==> config.mk <==
export PLATFORM = sky130hd
export DESIGN_NAME = bus_arbiter_flat
export DESIGN_NICKNAME = d
export VERILOG_FILES = /design/src/rtl/bus_arbiter_if.sv /design/src/rtl/bus_arbiter.sv /design/src/flat_wrapper.sv
export SDC_FILE = /design/constraint.sdc
export NUM_CORES = 1
export LEC_CHECK = 0
export CAP_MARGIN = 5
export CORE_AREA = 2 2 119 121
export DETAILED_ROUTE_END_ITERATION = 12
export DIE_AREA = 0 0 121 123
export GPL_TIMING_DRIVEN = 1
export PLACE_DENSITY = 0.73
export SLEW_MARGIN = 20
export SYNTH_ARGS = -nofsm -noshare
export SYNTH_HDL_FRONTEND = slang
export SYNTH_SLANG_ARGS = --single-unit
==> constraint.sdc <==
create_clock -name clk -period 2.6 [get_ports clk]
set_input_delay 0.26 -clock clk [delete_from_list [all_inputs] [get_ports clk]]
set_output_delay 0.26 -clock clk [all_outputs]
set_load 0.03 [all_outputs]
==> src/rtl/bus_arbiter_if.sv <==
// -----------------------------------------------------------------------------
// bus_arbiter_if
//
// Purpose: bundles the requester-side and master-port-side signals of
// bus_arbiter so the arbiter and its environment connect through a single
// port.
//
// Parameters:
//   REQ_COUNT  number of requesters (2..8)
//   PTR_W      width of the grant index, $clog2(REQ_COUNT) with a minimum of 1
//
// Signals:
//   req_valid/req_write/req_addr/req_wdata  per-requester transfer request
//   req_done/req_rdata/req_resp             completion pulse, read data, response
//   m_start/m_write/m_address/m_write_data  AHB-Lite master-port request
//   m_read_data/m_response/m_ready          AHB-Lite master-port return path
//   grant/busy                              diagnostic owner index and activity
//
// Modports:
//   master  the arbiter side (drives completions and the master port)
//   slave   the environment side (requesters plus the bus_control port)
// -----------------------------------------------------------------------------
interface bus_arbiter_if #(
   parameter int REQ_COUNT = 2,
   parameter int PTR_W     = (REQ_COUNT > 1) ? $clog2(REQ_COUNT) : 1
);
   logic [REQ_COUNT-1:0]    req_valid;
   logic [REQ_COUNT-1:0]    req_write;
   logic [32*REQ_COUNT-1:0] req_addr;
   logic [32*REQ_COUNT-1:0] req_wdata;
   logic [REQ_COUNT-1:0]    req_done;
   logic [31:0]             req_rdata;
   logic                    req_resp;
   logic                    m_start;
   logic                    m_write;
   logic [31:0]             m_address;
   logic [31:0]             m_write_data;
   logic [31:0]             m_read_data;
   logic                    m_response;
   logic                    m_ready;
   logic [PTR_W-1:0]        grant;
   logic                    busy;

   modport master (
      input  req_valid, req_write, req_addr, req_wdata,
      input  m_read_data, m_response, m_ready,
      output req_done, req_rdata, req_resp,
      output m_start, m_write, m_address, m_write_data,
      output grant, busy
   );

   modport slave (
      output req_valid, req_write, req_addr, req_wdata,
      output m_read_data, m_response, m_ready,
      input  req_done, req_rdata, req_resp,
      input  m_start, m_write, m_address, m_write_data,
      input  grant, busy
   );
endinterface

==> src/rtl/bus_arbiter.sv <==
// -----------------------------------------------------------------------------
// bus_arbiter
//
// Purpose: shares the single AHB-Lite master port of bus_control between
// REQ_COUNT core requesters (e.g. instruction fetch at index 0, load/store at
// index 1). Round-robin arbitration, one outstanding transfer at a time; the
// owner keeps the grant from address phase until its data phase completes and
// then receives read data, response and a one-cycle done pulse.
//
// Ports:
//   clk   clock
//   rst   asynchronous active-low reset
//   bus   bus_arbiter_if.master: requester inputs, req_done/req_rdata/req_resp
//         completion outputs, m_* master-port signals, grant and busy
//
// All outputs are registered. States: IDLE (arbitrate), ISSUE (address phase,
// m_start high), DATA (wait for data-phase HREADY).
// -----------------------------------------------------------------------------
module bus_arbiter #(
   parameter int REQ_COUNT = 2,
   parameter int PTR_W     = (REQ_COUNT > 1) ? $clog2(REQ_COUNT) : 1
) (
   input logic           clk,
   input logic           rst,
   bus_arbiter_if.master bus
);
   localparam int SW = PTR_W + 1;

   typedef enum logic [1:0] {
      IDLE  = 2'd0,
      ISSUE = 2'd1,
      DATA  = 2'd2
   } state_e;

   state_e                 state_q, state_d;
   logic                   m_start_q, m_start_d;
   logic                   m_write_q, m_write_d;
   logic [31:0]            m_addr_q, m_addr_d;
   logic [31:0]            m_wdata_q, m_wdata_d;
   logic [REQ_COUNT-1:0]   done_q, done_d;
   logic [31:0]            rdata_q, rdata_d;
   logic                   resp_q, resp_d;
   logic [PTR_W-1:0]       grant_q, grant_d;
   logic [PTR_W-1:0]       ptr_q, ptr_d;
   logic                   busy_q, busy_d;

   // Round-robin search: rotate the request vector so that bit 0 corresponds
   // to the pointer, take the first set bit, then map back to an absolute
   // index modulo REQ_COUNT (works for non-power-of-two counts).
   logic [2*REQ_COUNT-1:0] dbl_req;
   logic [REQ_COUNT-1:0]   rot_req;
   logic                   win_found;
   logic [SW-1:0]          win_sum;
   logic [PTR_W-1:0]       win_idx;

   always_comb begin
      dbl_req   = {bus.req_valid, bus.req_valid} >> ptr_q;
      rot_req   = dbl_req[REQ_COUNT-1:0];
      win_found = 1'b0;
      win_sum   = '0;
      for (int k = 0; k < REQ_COUNT; k++) begin
         if (!win_found && rot_req[k]) begin
            win_found = 1'b1;
            win_sum   = {1'b0, ptr_q} + SW'(k);
         end
      end
      if (win_sum >= SW'(REQ_COUNT)) begin
         win_sum = win_sum - SW'(REQ_COUNT);
      end
      win_idx = win_sum[PTR_W-1:0];
   end

   // Request attributes of the winner, latched into m_* at grant.
   logic        sel_write;
   logic [31:0] sel_addr;
   logic [31:0] sel_wdata;

   always_comb begin
      sel_write = 1'b0;
      sel_addr  = '0;
      sel_wdata = '0;
      for (int k = 0; k < REQ_COUNT; k++) begin
         if (win_idx == PTR_W'(k)) begin
            sel_write = bus.req_write[k];
            sel_addr  = bus.req_addr[32*k +: 32];
            sel_wdata = bus.req_wdata[32*k +: 32];
         end
      end
   end

   // Pointer moves one past the owner that just completed, wrapping to 0.
   logic [PTR_W-1:0] ptr_nxt;
   assign ptr_nxt = (grant_q == PTR_W'(REQ_COUNT - 1)) ? '0 : grant_q + PTR_W'(1);

   always_comb begin
      state_d   = state_q;
      m_start_d = m_start_q;
      m_write_d = m_write_q;
      m_addr_d  = m_addr_q;
      m_wdata_d = m_wdata_q;
      done_d    = '0;
      rdata_d   = rdata_q;
      resp_d    = resp_q;
      grant_d   = grant_q;
      ptr_d     = ptr_q;
      busy_d    = busy_q;

      unique case (state_q)
         IDLE: begin
            if (win_found) begin
               grant_d   = win_idx;
               m_write_d = sel_write;
               m_addr_d  = sel_addr;
               m_wdata_d = sel_wdata;
               m_start_d = 1'b1;
               busy_d    = 1'b1;
               state_d   = ISSUE;
            end
         end
         ISSUE: begin
            // Address phase is accepted when the slave reports HREADY.
            if (bus.m_ready) begin
               m_start_d = 1'b0;
               state_d   = DATA;
            end
         end
         DATA: begin
            if (bus.m_ready) begin
               rdata_d = bus.m_read_data;
               resp_d  = bus.m_response;
               done_d  = REQ_COUNT'(1) << grant_q;
               ptr_d   = ptr_nxt;
               busy_d  = 1'b0;
               state_d = IDLE;
            end
         end
         default: begin
            state_d = IDLE;
         end
      endcase
   end

   always_ff @(posedge clk or negedge rst) begin
      if (!rst) begin
         state_q   <= IDLE;
         m_start_q <= 1'b0;
         m_write_q <= 1'b0;
         m_addr_q  <= '0;
         m_wdata_q <= '0;
         done_q    <= '0;
         rdata_q   <= '0;
         resp_q    <= 1'b0;
         grant_q   <= '0;
         ptr_q     <= '0;
         busy_q    <= 1'b0;
      end else begin
         state_q   <= state_d;
         m_start_q <= m_start_d;
         m_write_q <= m_write_d;
         m_addr_q  <= m_addr_d;
         m_wdata_q <= m_wdata_d;
         done_q    <= done_d;
         rdata_q   <= rdata_d;
         resp_q    <= resp_d;
         grant_q   <= grant_d;
         ptr_q     <= ptr_d;
         busy_q    <= busy_d;
      end
   end

   assign bus.m_start      = m_start_q;
   assign bus.m_write      = m_write_q;
   assign bus.m_address    = m_addr_q;
   assign bus.m_write_data = m_wdata_q;
   assign bus.req_done     = done_q;
   assign bus.req_rdata    = rdata_q;
   assign bus.req_resp     = resp_q;
   assign bus.grant        = grant_q;
   assign bus.busy         = busy_q;
endmodule

==> src/flat_wrapper.sv <==
// flat-port wrapper written by rule: the top's interface ports become plain ports
module bus_arbiter_flat 
#(
   parameter int REQ_COUNT = 2,
   parameter int PTR_W     = (REQ_COUNT > 1) ? $clog2(REQ_COUNT) : 1
)
  (clk, rst, bus_req_valid, bus_req_write, bus_req_addr, bus_req_wdata, bus_m_read_data, bus_m_response, bus_m_ready, bus_req_done, bus_req_rdata, bus_req_resp, bus_m_start, bus_m_write, bus_m_address, bus_m_write_data, bus_grant, bus_busy);
  bus_arbiter_if #(.REQ_COUNT(REQ_COUNT), .PTR_W(PTR_W)) bus_i ();
  input logic clk;
  input logic rst;
  input wire logic [$bits(bus_i.req_valid)-1:0] bus_req_valid;
  input wire logic [$bits(bus_i.req_write)-1:0] bus_req_write;
  input wire logic [$bits(bus_i.req_addr)-1:0] bus_req_addr;
  input wire logic [$bits(bus_i.req_wdata)-1:0] bus_req_wdata;
  input wire logic [$bits(bus_i.m_read_data)-1:0] bus_m_read_data;
  input wire logic [$bits(bus_i.m_response)-1:0] bus_m_response;
  input wire logic [$bits(bus_i.m_ready)-1:0] bus_m_ready;
  output wire logic [$bits(bus_i.req_done)-1:0] bus_req_done;
  output wire logic [$bits(bus_i.req_rdata)-1:0] bus_req_rdata;
  output wire logic [$bits(bus_i.req_resp)-1:0] bus_req_resp;
  output wire logic [$bits(bus_i.m_start)-1:0] bus_m_start;
  output wire logic [$bits(bus_i.m_write)-1:0] bus_m_write;
  output wire logic [$bits(bus_i.m_address)-1:0] bus_m_address;
  output wire logic [$bits(bus_i.m_write_data)-1:0] bus_m_write_data;
  output wire logic [$bits(bus_i.grant)-1:0] bus_grant;
  output wire logic [$bits(bus_i.busy)-1:0] bus_busy;
  assign bus_i.req_valid = bus_req_valid;
  assign bus_i.req_write = bus_req_write;
  assign bus_i.req_addr = bus_req_addr;
  assign bus_i.req_wdata = bus_req_wdata;
  assign bus_i.m_read_data = bus_m_read_data;
  assign bus_i.m_response = bus_m_response;
  assign bus_i.m_ready = bus_m_ready;
  assign bus_req_done = bus_i.req_done;
  assign bus_req_rdata = bus_i.req_rdata;
  assign bus_req_resp = bus_i.req_resp;
  assign bus_m_start = bus_i.m_start;
  assign bus_m_write = bus_i.m_write;
  assign bus_m_address = bus_i.m_address;
  assign bus_m_write_data = bus_i.m_write_data;
  assign bus_grant = bus_i.grant;
  assign bus_busy = bus_i.busy;
  bus_arbiter #(.REQ_COUNT(REQ_COUNT), .PTR_W(PTR_W)) u_core (.clk(clk), .rst(rst), .bus(bus_i));
endmodule
Word-level counts from Yosys, hierarchy flattened
Cells that the tools add are included.
{ "word_totals": {"ff_bits": 106, "inputBits": 168, "output_inout_bits": 103, "wordCells": 51} }
{ "op_classes": {"n_addsub": 3, "n_lt_le_gt_ge": 1, "n_eq_ne": 5, "shifts": 2, "n_mux": 19, "reduce_logical": 10} }
{ "ops": {"columns": ["cell", "n"], "rows": [
  ["$mux W32", 2],
  ["$mux W2", 6],
  ["$reduce_and A3 Y1", 3],
  ["$mux W1", 8],
  ["$pmux W2 S3", 1],
  ["$ne A2 B2 Y1 const B", 2],
  ["$pmux W1 S2", 2],
  ["$reduce_and A2 Y1", 2],
  ["$reduce_bool A2 Y1", 2],
  ["$shr A4 B1 Y2", 1],
  ["$add A1 B1 Y2 const B", 1],
  ["$eq A2 B1 Y1 const B", 1],
  ["$eq A2 B2 Y1 const B", 1],
  ["$ge A2 B2 Y1 const B", 1],
  ["$logic_not A2 Y1", 1],
  ["$ne A2 B1 Y1 const B", 1],
  ["$shl A1 B1 Y2 const A", 1],
  ["$add A1 B1 Y1 const B", 1],
  ["$logic_and A1 B1 Y1", 1],
  ["$logic_not A1 Y1", 1],
  ["$sub A1 B1 Y1 const B", 1]
]} }

Logic depth before layout (Yosys ltp)
Gate-level depths: netlist of the first run.
{ "logic_depth": {"word_depth": 8, "ltp_mapped": 6, "depth_no_buf": 3} }

Least setup slack after synthesis of the first run
No wires, ideal clock.
{ "synth_path": {"path_kind": "reg2reg", "start": "register u_core.state_q[0]", "end": "register u_core.rdata_q[10], in the netlist u_core.bus.req_rdata[10]", "setup_time_ns": 0.125, "arrival_ns": 1.217, "t_required_ns": 2.475, "setup_slack_ns": 1.258, "path_stages_with_launch": 5, "path_buffers": 2, "period_less_slack_ns": 1.342, "path_cell_list": "dfrtp_1 nand3b_1 buf_2 buf_2 mux2_2"} }
{ "synth_via": {"elab_chain_cells": 2} }
{ "synth_lines": {"columns": ["item", "line", "rtl"], "rows": [
  ["from (decl)", "bus_arbiter.sv:35", "state_e state_q, state_d;"],
  ["from (signal assigned)", "bus_arbiter.sv:157", "state_q <= state_d;"],
  ["$eq A2 B2 Y1", "bus_arbiter.sv:108", "unique case (state_q)"],
  ["$reduce_and A2 Y1 (no source line)", null, null],
  ["to (signal assigned)", "bus_arbiter.sv:163", "rdata_q <= rdata_d;"],
  ["to (decl)", "bus_arbiter.sv:41", "logic [31:0] rdata_q, rdata_d;"]
]} }
No other way between the ends.
A chain may end at the register's enable or synchronous reset.

Worst setup path after layout of the first run
{ "layout_path": {"start": "register u_core.m_wdata_q[18], in the netlist u_core.bus.m_write_data[18]", "end": "output bus_m_write_data[18]"} }
{ "layout_rtl": {"columns": ["item", "line", "rtl"], "rows": [
  ["from (decl)", "bus_arbiter.sv:39", "logic [31:0] m_wdata_q, m_wdata_d;"],
  ["from (signal assigned)", "bus_arbiter.sv:161", "m_wdata_q <= m_wdata_d;"],
  ["to (decl)", "flat_wrapper.sv:24", "output wire logic [$bits(bus_i.m_write_data)-1:0] bus_m_write_data;"]
]} }
No word-level cell between the ends.

==> results of run 1 <==
## layer usage
layer  track usage  vias up  wire length (µm)
met5             0        -                 0
met4       0.06177        0               208
met3       0.04705       19              1405
met2        0.3820      236              8386
met1        0.2533     2360              6225
li1              -     2232                 -
## power breakdown
part           switching (mW)  internal [mW]
combinational            3.11           2.27
sequential              0.475           2.48
clock                   0.596          0.675
## worst max-delay path by stage
stage	end	depth (start not counted)
finish	bus_m_write_data[18]	1
global route	u_core.bus.m_address[24]$_DFFE_PN0P_	5
CTS	bus_m_write_data[18]	1
detailed placement	u_core.bus.m_address[24]$_DFFE_PN0P_	5
global placement	u_core.bus.m_write_data[15]$_DFFE_PN0P_	4
floorplan	u_core.bus.req_rdata[10]$_DFFE_PN0P_	4
## flip-flops by register name (all words and copies together), names as in the netlist
signal / count
u_core.ptr_q: 1
u_core.bus.req_rdata: 32
u_core.state_q: 2
u_core.bus.busy: 1
u_core.bus.m_start: 1
u_core.bus.m_write_data: 32
u_core.bus.grant: 1
u_core.bus.req_done: 2
u_core.bus.m_address: 32
u_core.bus.m_write: 1
u_core.bus.req_resp: 1
## synthesized netlist by cell type (all sizes together)
| cell | number |
|---|---|
| clkbuf | 32 |
| inv | 3 |
| buf | 22 |
| nand3b | 2 |
| a31oi | 65 |
| o21ai | 68 |
| nand2 | 5 |
| or2 | 1 |
| a21oi | 66 |
| and2 | 1 |
| dfrtp | 106 |
| nand2b | 3 |
| nand3 | 66 |
| nor2b | 1 |
| nor2 | 3 |
| mux2 | 33 |
## area by class of cell
type,instances,area (µm²)
fill,1169,5757
timing repair buffer,280,2810
sequential,106,2653
multi-input combinational,314,1882
clock buffer,12,246.5
tap,180,225.2
clock inverter,4,27.53
inverter,3,11.26
## metrics by stage
stage	hold WS, ns	instances	worst slack [ns]
after floorplan	-0.03559	477	1.258
after global placement	0.3109	882	0.3721
after detailed placement	0.3201	882	0.5729
after CTS	0.3055	899	0.8728
after global routing	0.3201	899	0.7932
final	0.3226	899	0.8926
## cells in the final DEF (no fill, tap or decap), drive strengths merged, types with 2 or more instances in the layout
cell type and instances:
mux2 33, nand3b 2, nand2b 3, nand3 66, nor2 3, o21ai 68
buf 11, dfrtp 106, nand2 5, inv 3, clkdlybuf4s50 268, clkinvlp 3
a21oi 66, a31oi 65, clkbuf 12
## timing repair
item / CTS / global route
hold buffers: 1 / 0
endpoints found under the hold margin: 47 / 0
setup buffers: 0 / 0
## worst min-delay path, stage by stage
cell and delay [ns]:
buf_2 0.18, nand3_1 0.10, a31oi_1 0.08
## kinds of logic after synthesis
kind of cell,share of synthesized area
AO/OA/AOI/OAI,0.2252
buffers and inverters,0.05624
flip-flops,0.5545
multiplexers,0.07769
AND/OR/NAND/NOR,0.08632
==> metrics, run 1 <==
hold path cells 3; Area growth, synth to finish 64.22%; maximum vdd drop 0.0004663 V; Final TNS setup 0 ns; die boundary height around 120 µm; Avg WL per Cell 18.05 µm; post-CTS sizing 0; largest area contributor in the netlist dfrtp_1; Leakage 3.053 nW; DRT Pass-1 Iters 6; Worst path slowest cell clkdlybuf4s50_1; clk_lat worst skew 0.34 ns; Util after Layout 0.5771; n_diodes 0; number of global-route vias before repair approximately 4600; FP Rows 43; initial antenna violation count 0; Buf/Inv on CP 1; synth top area cells dfrtp_1 (55%), a31oi_1 (8.5%), mux2_2 (7.8%), o21ai_0 (7.1%), a21oi_1 (6.9%); design area 7855 µm²; Design Power slightly below 10 mW; largest net degree at the start of global routing 68; crit-path leading delay family buffers and inverters; PwrDens approximately 1200 nW/µm²; clk_skew around 0.0054 ns; Hold Crit Start bus_req_valid[1]; RSZ-0062 raised after global routing no; Pins Over Slew Limit 0; # port buffers 270; Root Driver clkbuf_16; DR iter-0 viols 348; Die Area ~15000 µm²; Setup crit end kind output port; fmax a little under 0.6 GHz; GP Congestion 0.7733; placed wire-length estimate 11.16 mm; Worst-path clk slew 0.07 ns; post-layout net count 882; Total Routing Usage GR 0.2118; critical path cell sequence clkdlybuf4s50_1; DIE WIDTH roughly 120 µm; Via density 5.392; GRT overflow 0; first-pass GRT wire length between 20 and 25 mm; final period utilization 0.6567; drc violations 0; crit start category flip-flop; Synth Instances 477; Worst Setup SP u_core.bus.m_write_data[18]$_DFFE_PN0P_; synthesized net count 645; Worst EP arrival 1.45 ns; Clock H-tree levels 3; Max-cap violations 0; worst-margin pin slew 0.9880 ns; time the worst path needs with I/O delays and setup 1.707 ns; FF+latch count, synth 106; CP Max Fanout 2; final setup fails 0; cts bufs inserted 9; reg2reg end u_core.bus.m_write_data[22]$_DFFE_PN0P_; CTS tree done; worst hold path class input pin to flip-flop; DRT Wirelength 16.23 mm; path depth of the worst reg2reg path 4; mean post-synth cell area 10.03 µm²; final number of hold-violating endpoints 0; Yosys warnings 0; CP peak stage delay 0.70 ns; status finished, final reports clean; Data required, critical path 2.34 ns; Hold Path End u_core.bus.m_write_data[11]$_DFFE_PN0P_; Final ANT Viol Nets 0; reg2reg setup slack about 0.96 ns; RR Startpoint u_core.state_q[1]$_DFFE_PN0P_; share of layout cells above drive strength 1 0.08901; number of I/O pins 271; Starting Density 0.3514; Synth top area share 0.5545; core area about 14000 µm²; vias 4847; DP Area 7571 µm²; count of cell types in the netlist 20; sequential area share after synthesis 0.5545; CTS sink count 106; clk buf depth 2; crit path kind flip-flop to output port; worst relative slew slack 0.3414; Netlist Area Pre-Place 4783 µm²
Power figures use the tool's default switching activity.
==> inputs of run 2 (changes only) <==
- clock period: 2.6 -> 1.6 ns (I/O delays scaled with it)
==> run 2 against run 1 <==
Compared with the run above:
- largest power group unchanged
- critical path depth stayed put
- worst hold slack worse by 0.015 ns
- via count rose by 0.85%
==> metrics, run 2 (synthesis results as in run 1) <==
Data required, critical path 1.44 ns (-0.90 ns); status finished, final reports clean; clk_lat worst skew 0.34 ns (about the same); CTS tree done; crit-path leading delay family buffers and inverters; CP Max Fanout 2 (unchanged); drc violations 0 (unchanged); commonest non-fill, non-tap cell in the layout clkdlybuf4s50_1; RR Startpoint u_core.state_q[0]$_DFFE_PN0P_; worst relative slew slack 0.6164 (+0.2751); reg2reg end u_core.bus.req_rdata[3]$_DFFE_PN0P_; reg2reg setup slack 0.21 ns (-0.75 ns); cts bufs inserted 9 (unchanged); # port buffers 270 (unchanged); GP Congestion 0.8057 (+4.2%); crit path kind flip-flop to output port; placed wire-length estimate 12.10 mm (+8.4%); post-layout net count 893 (+1.2%); Total Routing Usage GR 0.2158 (+0.003962); Stages on worst setup path 1 (unchanged); clk_skew 0.005847 ns (+0.0004422 ns); worst hold path class input pin to async pin; Leakage 3.224 nW (+5.6%); Setup Fix Bufs, Post-CTS 0 (unchanged); Pins Over Slew Limit 0 (unchanged); Via density 5.371 (-0.37%); n_diodes 0 (unchanged); number of I/O pins 271 (unchanged); initial antenna violation count 0 (unchanged); Starting Density 0.3514 (unchanged); PwrDens 1972 nW/µm² (+61%); Worst EP arrival 1.39 ns (-0.06 ns); Worst path slowest cell clkdlybuf4s50_1; Worst-path clk slew 0.08 ns (about the same); worst-margin pin slew 0.5754 ns (-0.4126 ns); number of global-route vias before repair 4923 (+5.9%); time the worst path needs with I/O delays and setup approximately 1.6 ns; DRT Wirelength 16.69 mm (+2.8%); share of layout cells above drive strength 1 0.1055 (+0.01647); final number of hold-violating endpoints 0 (unchanged); DRT Pass-1 Iters 5 (-1); largest net degree at the start of global routing 54 (-21%); CTS sink count 106 (unchanged); path depth of the worst reg2reg path 3 (-1); clk buf depth 2 (unchanged); maximum vdd drop 0.0009194 V (+97%); Area growth, synth to finish 68.45%; CP peak stage delay 0.68 ns (-0.02 ns); DR iter-0 viols 338 (-2.9%); FP Rows 43 (unchanged); Final ANT Viol Nets 0 (unchanged); DIE WIDTH 121 µm (unchanged); final setup fails 0 (unchanged); Avg WL per Cell 18.34 µm (+1.6%); core area 13610 µm² (unchanged); Die Area 14880 µm² (unchanged); Root Driver clkbuf_16; Buf/Inv on CP 1 (unchanged); fmax 0.6439 GHz; Max-cap violations 0 (unchanged); Final TNS setup 0 ns (unchanged); Setup crit end kind output port; vias 4888 (+0.85%); GRT overflow 0 (unchanged); crit start category flip-flop; Clock H-tree levels 3 (unchanged); critical path cell sequence clkdlybuf4s50_1; first-pass GRT wire length 25.19 mm (+2.7%); final period utilization 0.9706; die boundary height 123 µm (unchanged); RSZ-0062 raised after global routing no; most frequent cells in the layout clkdlybuf4s50_1 (257), dfrtp_1 (106), o21ai_0 (68); Design Power 15.89 mW (+65%)
-- run 2: cell count changes in the layout (fill, tap and decap cells not counted) --
cell and delta:
and2_2 +1, clkbuf_1 -2, inv_6 +1, buf_12 +7
clkdlybuf4s50_1 -11, buf_4 +4, and2_4 -1, clkinv_2 +1
dlymetal6s2s_1 +11
-- run 2: timing repair --
item,in CTS,in global routing
gates resized for setup,0,11
hold buffers,1,0
setup endpoints to repair,0,11
hold endpoints to repair,26,0
-- run 2: worst max path at each step --
| stage | startpoint | end | slack [ns] |
|---|---|---|---|
| floorplan | u_core.state_q[0]$_DFFE_PN0P_ | u_core.bus.req_rdata[10]$_DFFE_PN0P_ | 0.26 |
| global placement | bus_req_valid[0] | u_core.bus.m_write_data[16]$_DFFE_PN0P_ | 0.06 |
| detailed placement | bus_req_valid[0] | u_core.bus.m_write_data[13]$_DFFE_PN0P_ | -0.003 |
| CTS | u_core.bus.m_write_data[18]$_DFFE_PN0P_ | bus_m_write_data[18] | 0.009 |
| global route | u_core.bus.m_address[28]$_DFFE_PN0P_ | bus_m_address[28] | 0.004 |
| finish | u_core.bus.m_address[2]$_DFFE_PN0P_ | bus_m_address[2] | 0.05 |
-- run 2: stage by stage --
stage / utilization / cell area, µm² / setup WS [ns] / hold slack [ns] / std cells
after CTS: 0.5899 / 8030 / 0.008920 / 0.2932 / 910
final: 0.5920 / 8058 / 0.04699 / 0.3073 / 910
after global routing: 0.5920 / 8058 / 0.003850 / 0.3359 / 910
after global placement: 0.5686 / 7740 / 0.05656 / 0.1106 / 893
after floorplan: - / 4783 / 0.2582 / -0.1356 / 477
after detailed placement: 0.5686 / 7740 / -0.003165 / 0.1137 / 893
-- run 2: layout make-up --
cell class	instances	area (µm²)
Timing Repair Buffer	291	3008
Clock buffer	10	239.0
Sequential cell	106	2653
Inverter	3	11.26
Tap cell	180	225.2
Clock inverter	6	41.29
Fill cell	1167	5554
Multi-Input combinational cell	314	1881
-- run 2: per-layer routing --
metal  vias to the layer above  wire length (µm)  global-route usage
met5                         -                 0                   0
met2                       271              8355              0.3855
met4                         0               416             0.08430
met3                        34              1449             0.05258
li1                       2252                 -                   -
met1                      2331              6464              0.2493
-- run 2: report_power, final --
part | total (mW) | internal (mW) | switching (mW)
Clock | 2.11 | 1.10 | 1.01
Combinational | 8.99 | 3.87 | 5.13
Sequential | 4.79 | 4.02 | 0.766
Total | 15.9 | 8.99 | 6.90
